$ cat src/rtl/accum_dump_pkg.sv
// Shared types and default widths for the accum_dump integrate-and-dump stage.
package accum_dump_pkg;

  // IDLE: nothing accumulated yet; ACCUM: a block is partially summed.
  typedef enum logic {
    IDLE  = 1'b0,
    ACCUM = 1'b1
  } state_t;

  // Defaults match the piped_adder output: 4-bit args plus log2(16) growth.
  localparam int unsigned DEF_IN_WIDTH  = 8;
  localparam int unsigned DEF_LEN_WIDTH = 10;

  // Output width that can hold the largest possible block total without overflow.
  function automatic int unsigned min_out_width(input int unsigned iw, input int unsigned lw);
    return iw + lw;
  endfunction

endpackage

$ cat src/rtl/accum_dump_if.sv
// Sample stream, block control and dump result bundle for accum_dump.
interface accum_dump_if
  import accum_dump_pkg::*;
#(
  parameter int unsigned in_width  = DEF_IN_WIDTH,
  parameter int unsigned len_width = DEF_LEN_WIDTH,
  parameter int unsigned out_width = min_out_width(in_width, len_width)
);

  logic signed [in_width-1:0]  sum_in;
  logic                        we;
  logic        [len_width-1:0] len;
  logic                        clear;
  logic signed [out_width-1:0] acc_out;
  logic                        valid;
  logic                        busy;

  // The producer side drives samples and block control, and observes the dump.
  modport master (
    output sum_in, we, len, clear,
    input  acc_out, valid, busy
  );

  // The accumulator side consumes samples and produces the dump.
  modport slave (
    input  sum_in, we, len, clear,
    output acc_out, valid, busy
  );

endinterface

$ cat src/rtl/accum_dump_counter.sv
// Block sequencer for accum_dump: latches the block length, counts accepted
// samples and flags the sample that completes the block.
module accum_dump_counter
  import accum_dump_pkg::*;
#(
  parameter int unsigned len_width = DEF_LEN_WIDTH
) (
  input  logic                 clk,
  input  logic                 reset,
  input  logic                 we,
  input  logic                 clear,
  input  logic [len_width-1:0] len,
  output logic                 accept,
  output logic                 last,
  output logic                 busy
);

  state_t               state_q, state_d;
  logic [len_width-1:0] cnt_q, cnt_d;
  logic [len_width-1:0] len_q, len_d;
  logic [len_width-1:0] eff_len;
  logic [len_width-1:0] cnt_inc;

  // Length in force is the live port before a block starts, the latched one inside it.
  always_comb begin
    eff_len = (state_q == IDLE) ? len : len_q;
    cnt_inc = cnt_q + len_width'(1);
    accept  = we && !clear && (eff_len != '0);
    last    = accept && (cnt_inc == eff_len);
  end

  // Next state: clear aborts, the closing sample returns to IDLE, others advance the count.
  always_comb begin
    state_d = state_q;
    cnt_d   = cnt_q;
    len_d   = len_q;
    if (clear) begin
      state_d = IDLE;
      cnt_d   = '0;
    end else if (accept) begin
      if (state_q == IDLE) begin
        len_d = len;
      end
      if (last) begin
        state_d = IDLE;
        cnt_d   = '0;
      end else begin
        state_d = ACCUM;
        cnt_d   = cnt_inc;
      end
    end
  end

  // Sequencer registers with synchronous reset.
  always_ff @(posedge clk) begin
    if (reset) begin
      state_q <= IDLE;
      cnt_q   <= '0;
      len_q   <= '0;
    end else begin
      state_q <= state_d;
      cnt_q   <= cnt_d;
      len_q   <= len_d;
    end
  end

  assign busy = (state_q == ACCUM);

endmodule

$ cat src/rtl/accum_dump.sv
// Integrate-and-dump: sums a programmable number of valid samples and emits
// the block total with a one-cycle valid pulse, restarting without gaps.
// out_width must be at least in_width + len_width so the sum cannot overflow.
module accum_dump
  import accum_dump_pkg::*;
#(
  parameter int unsigned in_width  = DEF_IN_WIDTH,
  parameter int unsigned len_width = DEF_LEN_WIDTH,
  parameter int unsigned out_width = min_out_width(in_width, len_width)
) (
  input  logic         clk,
  input  logic         reset,
  accum_dump_if.slave  bus
);

  logic                        accept;
  logic                        last;
  logic                        busy;
  logic signed [out_width-1:0] sample_ext;
  logic signed [out_width-1:0] sum_next;
  logic signed [out_width-1:0] acc_q, acc_d;
  logic signed [out_width-1:0] acc_out_q, acc_out_d;
  logic                        valid_q, valid_d;

  accum_dump_counter #(
    .len_width (len_width)
  ) u_counter (
    .clk    (clk),
    .reset  (reset),
    .we     (bus.we),
    .clear  (bus.clear),
    .len    (bus.len),
    .accept (accept),
    .last   (last),
    .busy   (busy)
  );

  // Sign-extend the incoming sample and form the running sum including it.
  always_comb begin
    sample_ext = {{(out_width - in_width){bus.sum_in[in_width-1]}}, bus.sum_in};
    sum_next   = acc_q + sample_ext;
  end

  // Datapath: accumulate, dump on the closing sample, discard the partial sum on clear.
  always_comb begin
    acc_d     = acc_q;
    acc_out_d = acc_out_q;
    valid_d   = 1'b0;
    if (bus.clear) begin
      acc_d = '0;
    end else if (accept) begin
      if (last) begin
        acc_out_d = sum_next;
        valid_d   = 1'b1;
        acc_d     = '0;
      end else begin
        acc_d = sum_next;
      end
    end
  end

  // Datapath registers with synchronous reset.
  always_ff @(posedge clk) begin
    if (reset) begin
      acc_q     <= '0;
      acc_out_q <= '0;
      valid_q   <= 1'b0;
    end else begin
      acc_q     <= acc_d;
      acc_out_q <= acc_out_d;
      valid_q   <= valid_d;
    end
  end

  assign bus.acc_out = acc_out_q;
  assign bus.valid   = valid_q;
  assign bus.busy    = busy;

endmodule

$ cat src/flat_wrapper.sv
// flat-port wrapper written by rule: the top's interface ports become plain ports
module accum_dump_flat import accum_dump_pkg::*;
#(
  parameter int unsigned in_width  = DEF_IN_WIDTH,
  parameter int unsigned len_width = DEF_LEN_WIDTH,
  parameter int unsigned out_width = min_out_width(in_width, len_width)
)
  (clk, reset, bus_sum_in, bus_we, bus_len, bus_clear, bus_acc_out, bus_valid, bus_busy);
  accum_dump_if #(.in_width(in_width), .len_width(len_width), .out_width(out_width)) bus_i ();
  input  logic clk;
  input  logic reset;
  input wire logic [$bits(bus_i.sum_in)-1:0] bus_sum_in;
  input wire logic [$bits(bus_i.we)-1:0] bus_we;
  input wire logic [$bits(bus_i.len)-1:0] bus_len;
  input wire logic [$bits(bus_i.clear)-1:0] bus_clear;
  output wire logic [$bits(bus_i.acc_out)-1:0] bus_acc_out;
  output wire logic [$bits(bus_i.valid)-1:0] bus_valid;
  output wire logic [$bits(bus_i.busy)-1:0] bus_busy;
  assign bus_i.sum_in = bus_sum_in;
  assign bus_i.we = bus_we;
  assign bus_i.len = bus_len;
  assign bus_i.clear = bus_clear;
  assign bus_acc_out = bus_i.acc_out;
  assign bus_valid = bus_i.valid;
  assign bus_busy = bus_i.busy;
  accum_dump #(.in_width(in_width), .len_width(len_width), .out_width(out_width)) u_core (.clk(clk), .reset(reset), .bus(bus_i));
endmodule
$ cat config.mk
export PLATFORM = sky130hd
export DESIGN_NAME = accum_dump_flat
export DESIGN_NICKNAME = d
export VERILOG_FILES = /design/src/rtl/accum_dump_pkg.sv /design/src/rtl/accum_dump_if.sv /design/src/rtl/accum_dump_counter.sv /design/src/rtl/accum_dump.sv /design/src/flat_wrapper.sv
export SDC_FILE = /design/constraint.sdc
export NUM_CORES = 1
export LEC_CHECK = 0
export ABC_AREA = 1
export BUFFER_PORTS_ARGS = -buffer_cell sky130_fd_sc_hd__buf_2
export CORE_UTILIZATION = 50
export CTS_BUF_LIST = sky130_fd_sc_hd__clkbuf_16
export CTS_CLUSTER_SIZE = 28
export DETAILED_ROUTE_END_ITERATION = 8
export GPL_TIMING_DRIVEN = 0
export PLACE_DENSITY = 0.8
export SETUP_SLACK_MARGIN = 0.4
export SYNTH_ARGS = -nofsm -noshare
export SYNTH_HDL_FRONTEND = slang
export SYNTH_SLANG_ARGS = --single-unit
$ cat constraint.sdc
create_clock -name clk -period 2.1 [get_ports clk]
set_input_delay 0.105 -clock clk [delete_from_list [all_inputs] [get_ports clk]]
set_output_delay 0.105 -clock clk [all_outputs]
set_load 0.01 [all_outputs]
==> out/metrics.cfg, run 1 <==
[outcome]
run_status=complete, but fails checks
violations=setup timing

[yosys]
synth_compound_area_share_pct=11.97
synthCells=609
synthAdderAreaFrac_pct=6.445
synth_top_family_by_area=simple AND/OR/NAND/NOR gates
ys_seq_elements=58
synth_mux_area_share_pct=0
ys_warn_count=0
syn_nets=650
synthSimpleGateAreaFrac_pct=36.37
synth_xor_area_share_pct=2.992
synthesis.area_sq_um=3805
syn_area_per_cell_sq_um=6.248
ys_seq_area_share_pct=30.52
synth.distinct_cells=29

[global_route]
grt_max_degree=12
grt_pass1_wl_mm=19.25
grt-ovfl-total=0
antenna_found_initial=0
grt_usage_pct=32.06
first_global_vias=4170

[route]
wl_mm=15.56
ant_nets=0
via_count=4821
drtIter0Drc=779
via_per_inst=5.996
wl_per_cell_microns=19.35
drt_first_pass_iters=8
drc=0

[cells_and_area]
drive_gt1_share_pct=39.01
area_growth_pct=47.19
final_cells=804
layout_common_cells=144 x nand2_1, 75 x inv_1, 48 x nor2_1, 48 x dfxtp_1, 42 x buf_2
diodes=0
final_common_cell=nand2_1
fin_nets=741
final_core_util_pct=76.80
postLayoutCellArea_sq_um=5600

[timing]
finClkSkew_ps=9.047
setup_viol=58
fin_tns_setup_ps=-5905
hold_viol_final=0
worst_pin_slew_ps=861.9
rsz0062_at_grt=yes
timing.final.crit_share_pct=110.2
worst_slack_ps=-213.8
min_period_ps=2314
slew_headroom_pct=42.54
clock.fmax_mhz=432.2
worst_hold_slack_ps=113.2
maxSlewViolCount=0

[floorplanning]
die_w_microns=89.24
ios=42
die-area_sq_um=7963
row_count=31
coreArea_sq_um=7292
start_util_pct=52.18
die_y_microns=89.24

[place]
io_buffers=41
dp_hpwl_mm=7.407
place_congestion=0.9482
dpl_worst_slack_ps=-28.03
dpl-instance-area_sq_um=4232
placed_cells=749

[power]
power_mw=3.070
leakagePower_nw=2.604
ir_drop_v=0.0004571
pwr_density_cell_nw_per_um2=548.1

[setup_path]
crit_arrival_ps=2570
critPathLaunchType=register
worstSetupPathType=reg -> reg
worstSetupEndpointType=register
worstPathRequired_ps=2360
path_max_fanout=6

[clocking]
clock_path_buffers=2
numCtsBuffers=9
cts_tree=yes
cts_sinks=58
htree_levels=3
clk_pin_slew_worst_paths_ps=60
cts-root-buf=clkbuf_16
clk_latency_ps=340
holdBufCountCts=0

[flow_run]
cap_violations=0

[worst_hold_path]
min_path_type=in -> reg

critical path, stage by stage (launching register included):
cell     delay (ps)
dfxtp_2         320
buf_6           110
nand2_2          70
nor2_4          230
nand3_1         140
nand2_2         120
nand2_2         130
nand2_2          90
nand2_2          60
nor2_4          220
nand4_4         260
buf_6           220
nand2_4          50
nand2_2          40
nor2_1          150
sequential cells by signal (all words and copies together), names as in the netlist:
name / cells
u_core.acc_q: 18
u_core.bus.acc_out: 18
u_core.bus.valid: 1
u_core.u_counter.busy: 1
u_core.u_counter.cnt_q: 10
u_core.u_counter.len_q: 10
cells in the mapped netlist:
master    count  area, sq um
nor2_4        3        33.78
xnor2_1       3        26.28
o21ai_0      23        115.1
inv_1        82        307.8
buf_2         5        25.02
nand3_1      63        315.3
o21a_1        1        7.510
clkinv_1      1        3.750
nor3_1        2        10.01
nand4_1       4        25.02
buf_6         3        33.78
a21oi_1      54        270.3
nor2_1       61        229.0
a21o_1        4        30.03
buf_4         5        37.54
xor2_1       10        87.58
fa_1          1        20.02
nand3b_1      1        7.510
o21ai_1       2        10.01
nor2_2        3        18.77
nand4_4       1        21.27
o21bai_1      3        22.52
nand2_2       2        12.51
clkbuf_1      8        30.03
ha_1         18        225.2
inv_2         2        7.510
nand3_2       2        20.02
dfxtp_1      58         1161
nand2_1     184        690.7
cell families after synthesis:
logic type               count (synthesis)
AND/OR/NAND/NOR                        326
buffers and inverters                  106
AO/OA/AOI/OAI                           87
flip-flops                              58
adder cells (fa/ha/maj)                 19
XOR/XNOR                                13
where the power goes:
part,leakage (nW),internal (mW),total [mW],switching (mW)
clock,0.134,0.795,1.38,0.587
sequential,0.477,1.12,1.13,0.0159
combinational,1.99,0.195,0.553,0.358
total,2.60,2.11,3.07,0.961
cell type report:
type | instances | area (sq um)
Buffer | 21 | 202.7
Clock buffer | 9 | 225.2
Clock inverter | 7 | 42.54
Fill cell | 487 | 1692
Inverter | 85 | 324.1
Multi-Input combinational cell | 446 | 2914
Sequential cell | 58 | 1186
Tap cell | 99 | 123.9
Timing Repair Buffer | 79 | 581.8
final timing paths:
check | from | endpoint | slack (ps) | depth (start not counted)
min | bus_clear | u_core.u_counter.cnt_q[0] | 110 | 4
max reg2reg | u_core.u_counter.cnt_q[2] | u_core.bus.acc_out[8] | -210 | 14
min reg2reg | u_core.acc_q[14] | u_core.acc_q[14] | 470 | 2
max | u_core.u_counter.cnt_q[2] | u_core.bus.acc_out[8] | -210 | 14
metal layers:
layer / wire, microns / GRT usage [%] / vias to the layer above / part of all wire (%)
met5: 0 / 0 / - / 0
met4: 1175 / 17.32 / 0 / 7.6
met3: 1575 / 7.572 / 137 / 10
met2: 7188 / 55.79 / 352 / 46
met1: 5615 / 36.31 / 2216 / 36
li1: - / - / 2116 / -
repair_timing:
action	4_1_cts	5_1_grt
setup endpoints to repair	58	58
pin swaps	23	48
setup buffers	18	12
cloned	7	2
gates resized for setup	87	130
Note: power is estimated with default switching activity, not from simulation.
==> inputs of run 2 (changes only) <==
--- a/config.mk
+++ b/config.mk
@@ -5,14 +5,13 @@
 export SDC_FILE = /design/constraint.sdc
 export NUM_CORES = 1
 export LEC_CHECK = 0
-export ABC_AREA = 1
 export BUFFER_PORTS_ARGS = -buffer_cell sky130_fd_sc_hd__buf_2
-export CORE_UTILIZATION = 50
+export CORE_UTILIZATION = 45
 export CTS_BUF_LIST = sky130_fd_sc_hd__clkbuf_16
 export CTS_CLUSTER_SIZE = 28
 export DETAILED_ROUTE_END_ITERATION = 8
 export GPL_TIMING_DRIVEN = 0
-export PLACE_DENSITY = 0.8
+export PLACE_DENSITY = 0.75
 export SETUP_SLACK_MARGIN = 0.4
 export SYNTH_ARGS = -nofsm -noshare
 export SYNTH_HDL_FRONTEND = slang
==> out/metrics.cfg, run 2 <==
[yosys]
netlist.area_leader.share_pct=34.09
synthTopCellsByArea=dfxtp_1 34%, mux2i_1 7.6%, ha_1 6.6%, a21oi_1 6.3%, nor2_1 5.3%
synth_most_common_cell=dfxtp_1
ys_seq_area_share_pct=34.09
ys_seq_elements=58
synthArstFlopShare_pct=0
syn_area_per_cell_sq_um=8.307
synth_common_cells=58 x dfxtp_1, 48 x nor2_1, 43 x a21oi_1
synthesis.area_sq_um=3406
synth.distinct_cells=48
synthCells=410
ys.flop_type=dfxtp_1
synth_area_leader_cell=dfxtp_1
synth_edf_count=0
syn_nets=451
ys_warn_count=0

[global_route]
grt_max_degree=12
grt_pass1_wl_mm=14.26
first_global_vias=3054
grt-ovfl-total=0
grt_usage_pct=24.06
antenna_found_initial=0

[place]
io_buffers=41
place_congestion=0.8887
placed_cells=550
dp_hpwl_mm=6.055

[route]
via_per_inst=5.574
wl_mm=9.710
drc=0
drtIter0Drc=184
via_count=3272
wl_per_cell_microns=16.54
drt_first_pass_iters=5
ant_nets=0

[setup_path]
worstSetupPathType=reg -> reg
reg2reg_slack_ps=-400
critPathLaunchType=register
cp_slowest_cell=a2111oi_4
worstSetupEndpointType=register
path_buf_inv=3
slowest_delay_ps=390
worstPathRequired_ps=2290
path_max_fanout=7
crit_arrival_ps=2680
crit_chain=buf_6 -> mux2i_2 -> xnor2_2 -> xor2_1 -> a41oi_1 -> a2111oi_4 -> nand3b_4 -> buf_4 -> buf_16 -> nand2_1 -> a21oi_1
critical_path.top_delay_family=compound AO/OA/AOI/OAI gates

[timing]
hold_viol_final=0
slew_headroom_pct=58.74
finClkSkew_ps=5.096
min_period_ps=2496
setup_viol=52
timing.final.crit_share_pct=118.8
worst_pin_slew_ps=618.9
maxSlewViolCount=0
clock.fmax_mhz=400.7
worst_slack_ps=-395.6
rsz0062_at_grt=yes

[clocking]
cts_sinks=58
clock_path_buffers=2
clk_latency_ps=330
holdBufCountCts=0
clk_pin_slew_worst_paths_ps=50
numCtsBuffers=9
htree_levels=3
cts_tree=yes
cts-root-buf=clkbuf_16

[cells_and_area]
fin_nets=525
final_core_util_pct=63.69
layout_common_cells=54 x dfxtp_1, 47 x nor2_1, 42 x buf_2
final_cells=587
area_growth_pct=36.37
diodes=0
final_common_cell=dfxtp_1
drive_gt1_share_pct=29.71

[power]
leakagePower_nw=2.016
pwr_density_cell_nw_per_um2=628.7
ir_drop_v=0.0003650

[outcome]
violations=setup timing
run_status=complete, but fails checks

[floorplanning]
coreArea_sq_um=7292
die_w_microns=89.00
die-area_sq_um=7920
die_y_microns=89.00
ios=42
start_util_pct=46.71
row_count=31

[worst_hold_path]
min_path_type=in -> reg

[flow_run]
cap_violations=0

## run 2: logic make-up after synthesis
logic type      share of synthesized area (%)
mux                                     8.303
buf+inv                                 4.078
fa+ha+maj                               7.201
simple gates                            20.46
flops                                   34.09
xor+xnor                                9.001
compound gates                          16.86
## run 2: cell type report
cell class	count	area [sq um]
buffer	22	212.7
clock buffer	9	225.2
clock inverter	6	50.05
fill	630	2648
inverter	5	18.77
multi-input combinational	326	2416
sequential	58	1171
tap	99	123.9
timing repair buffer	62	426.7
## run 2: worst min-delay path, stage by stage
cell and delay [ps]:
buf_2 110, nand2_1 50, a21oi_1 50
## run 2: path summary, 6_finish.rpt
kind              cells after the start                  start                   endpoint
setup / recovery                     11  u_core.u_counter.busy     u_core.bus.acc_out[15]
hold reg to reg                       2        u_core.acc_q[8]            u_core.acc_q[8]
hold / removal                        3             bus_len[0]  u_core.u_counter.len_q[0]
setup reg to reg                     11  u_core.u_counter.busy     u_core.bus.acc_out[15]
## run 2: timing repair
action                                  CTS  global route
pin swaps                                10            11
gates cloned                              2             3
buffers inserted                         11             6
endpoints found under the setup margin   58            58
resized for setup                        34            31
## run 2: where the power goes
| group | internal [mW] | total [mW] | switching (mW) |
|---|---|---|---|
| Sequential | 1.12 | 1.14 | 0.0147 |
| Clock | 0.890 | 1.38 | 0.490 |
| Combinational | 0.169 | 0.404 | 0.236 |
| Total | 2.18 | 2.92 | 0.740 |
## run 2: metal layers
metal	track usage, %	vias to the layer above	wire [microns]
met5	0	-	0
met4	8.947	0	231
met3	6.371	27	494
met2	43.71	107	4956
met1	27.03	1535	4028
li1	-	1603	-
## run 2: through the flow
| step | cell area (sq um) | worst slack [ps] | total power, mW | hold slack, ps | TNS (ps) |
|---|---|---|---|---|---|
| 5_1_grt | 4644 | -448.1 | 3.024 | 38.49 | -18170 |
| 2_1_floorplan | 3570 | -43.22 | 1.390 | 241.0 | -796.3 |
| 6_report | 4644 | -395.6 | 2.920 | 41.11 | -14810 |
| 3_5_place_dp | 3899 | -366.0 | 1.482 | 373.6 | -16110 |
| 4_1_cts | 4456 | -260.9 | 2.889 | 29.25 | -9110 |
| 3_3_place_gp | 3899 | -291.4 | 1.474 | 363.7 | -12290 |
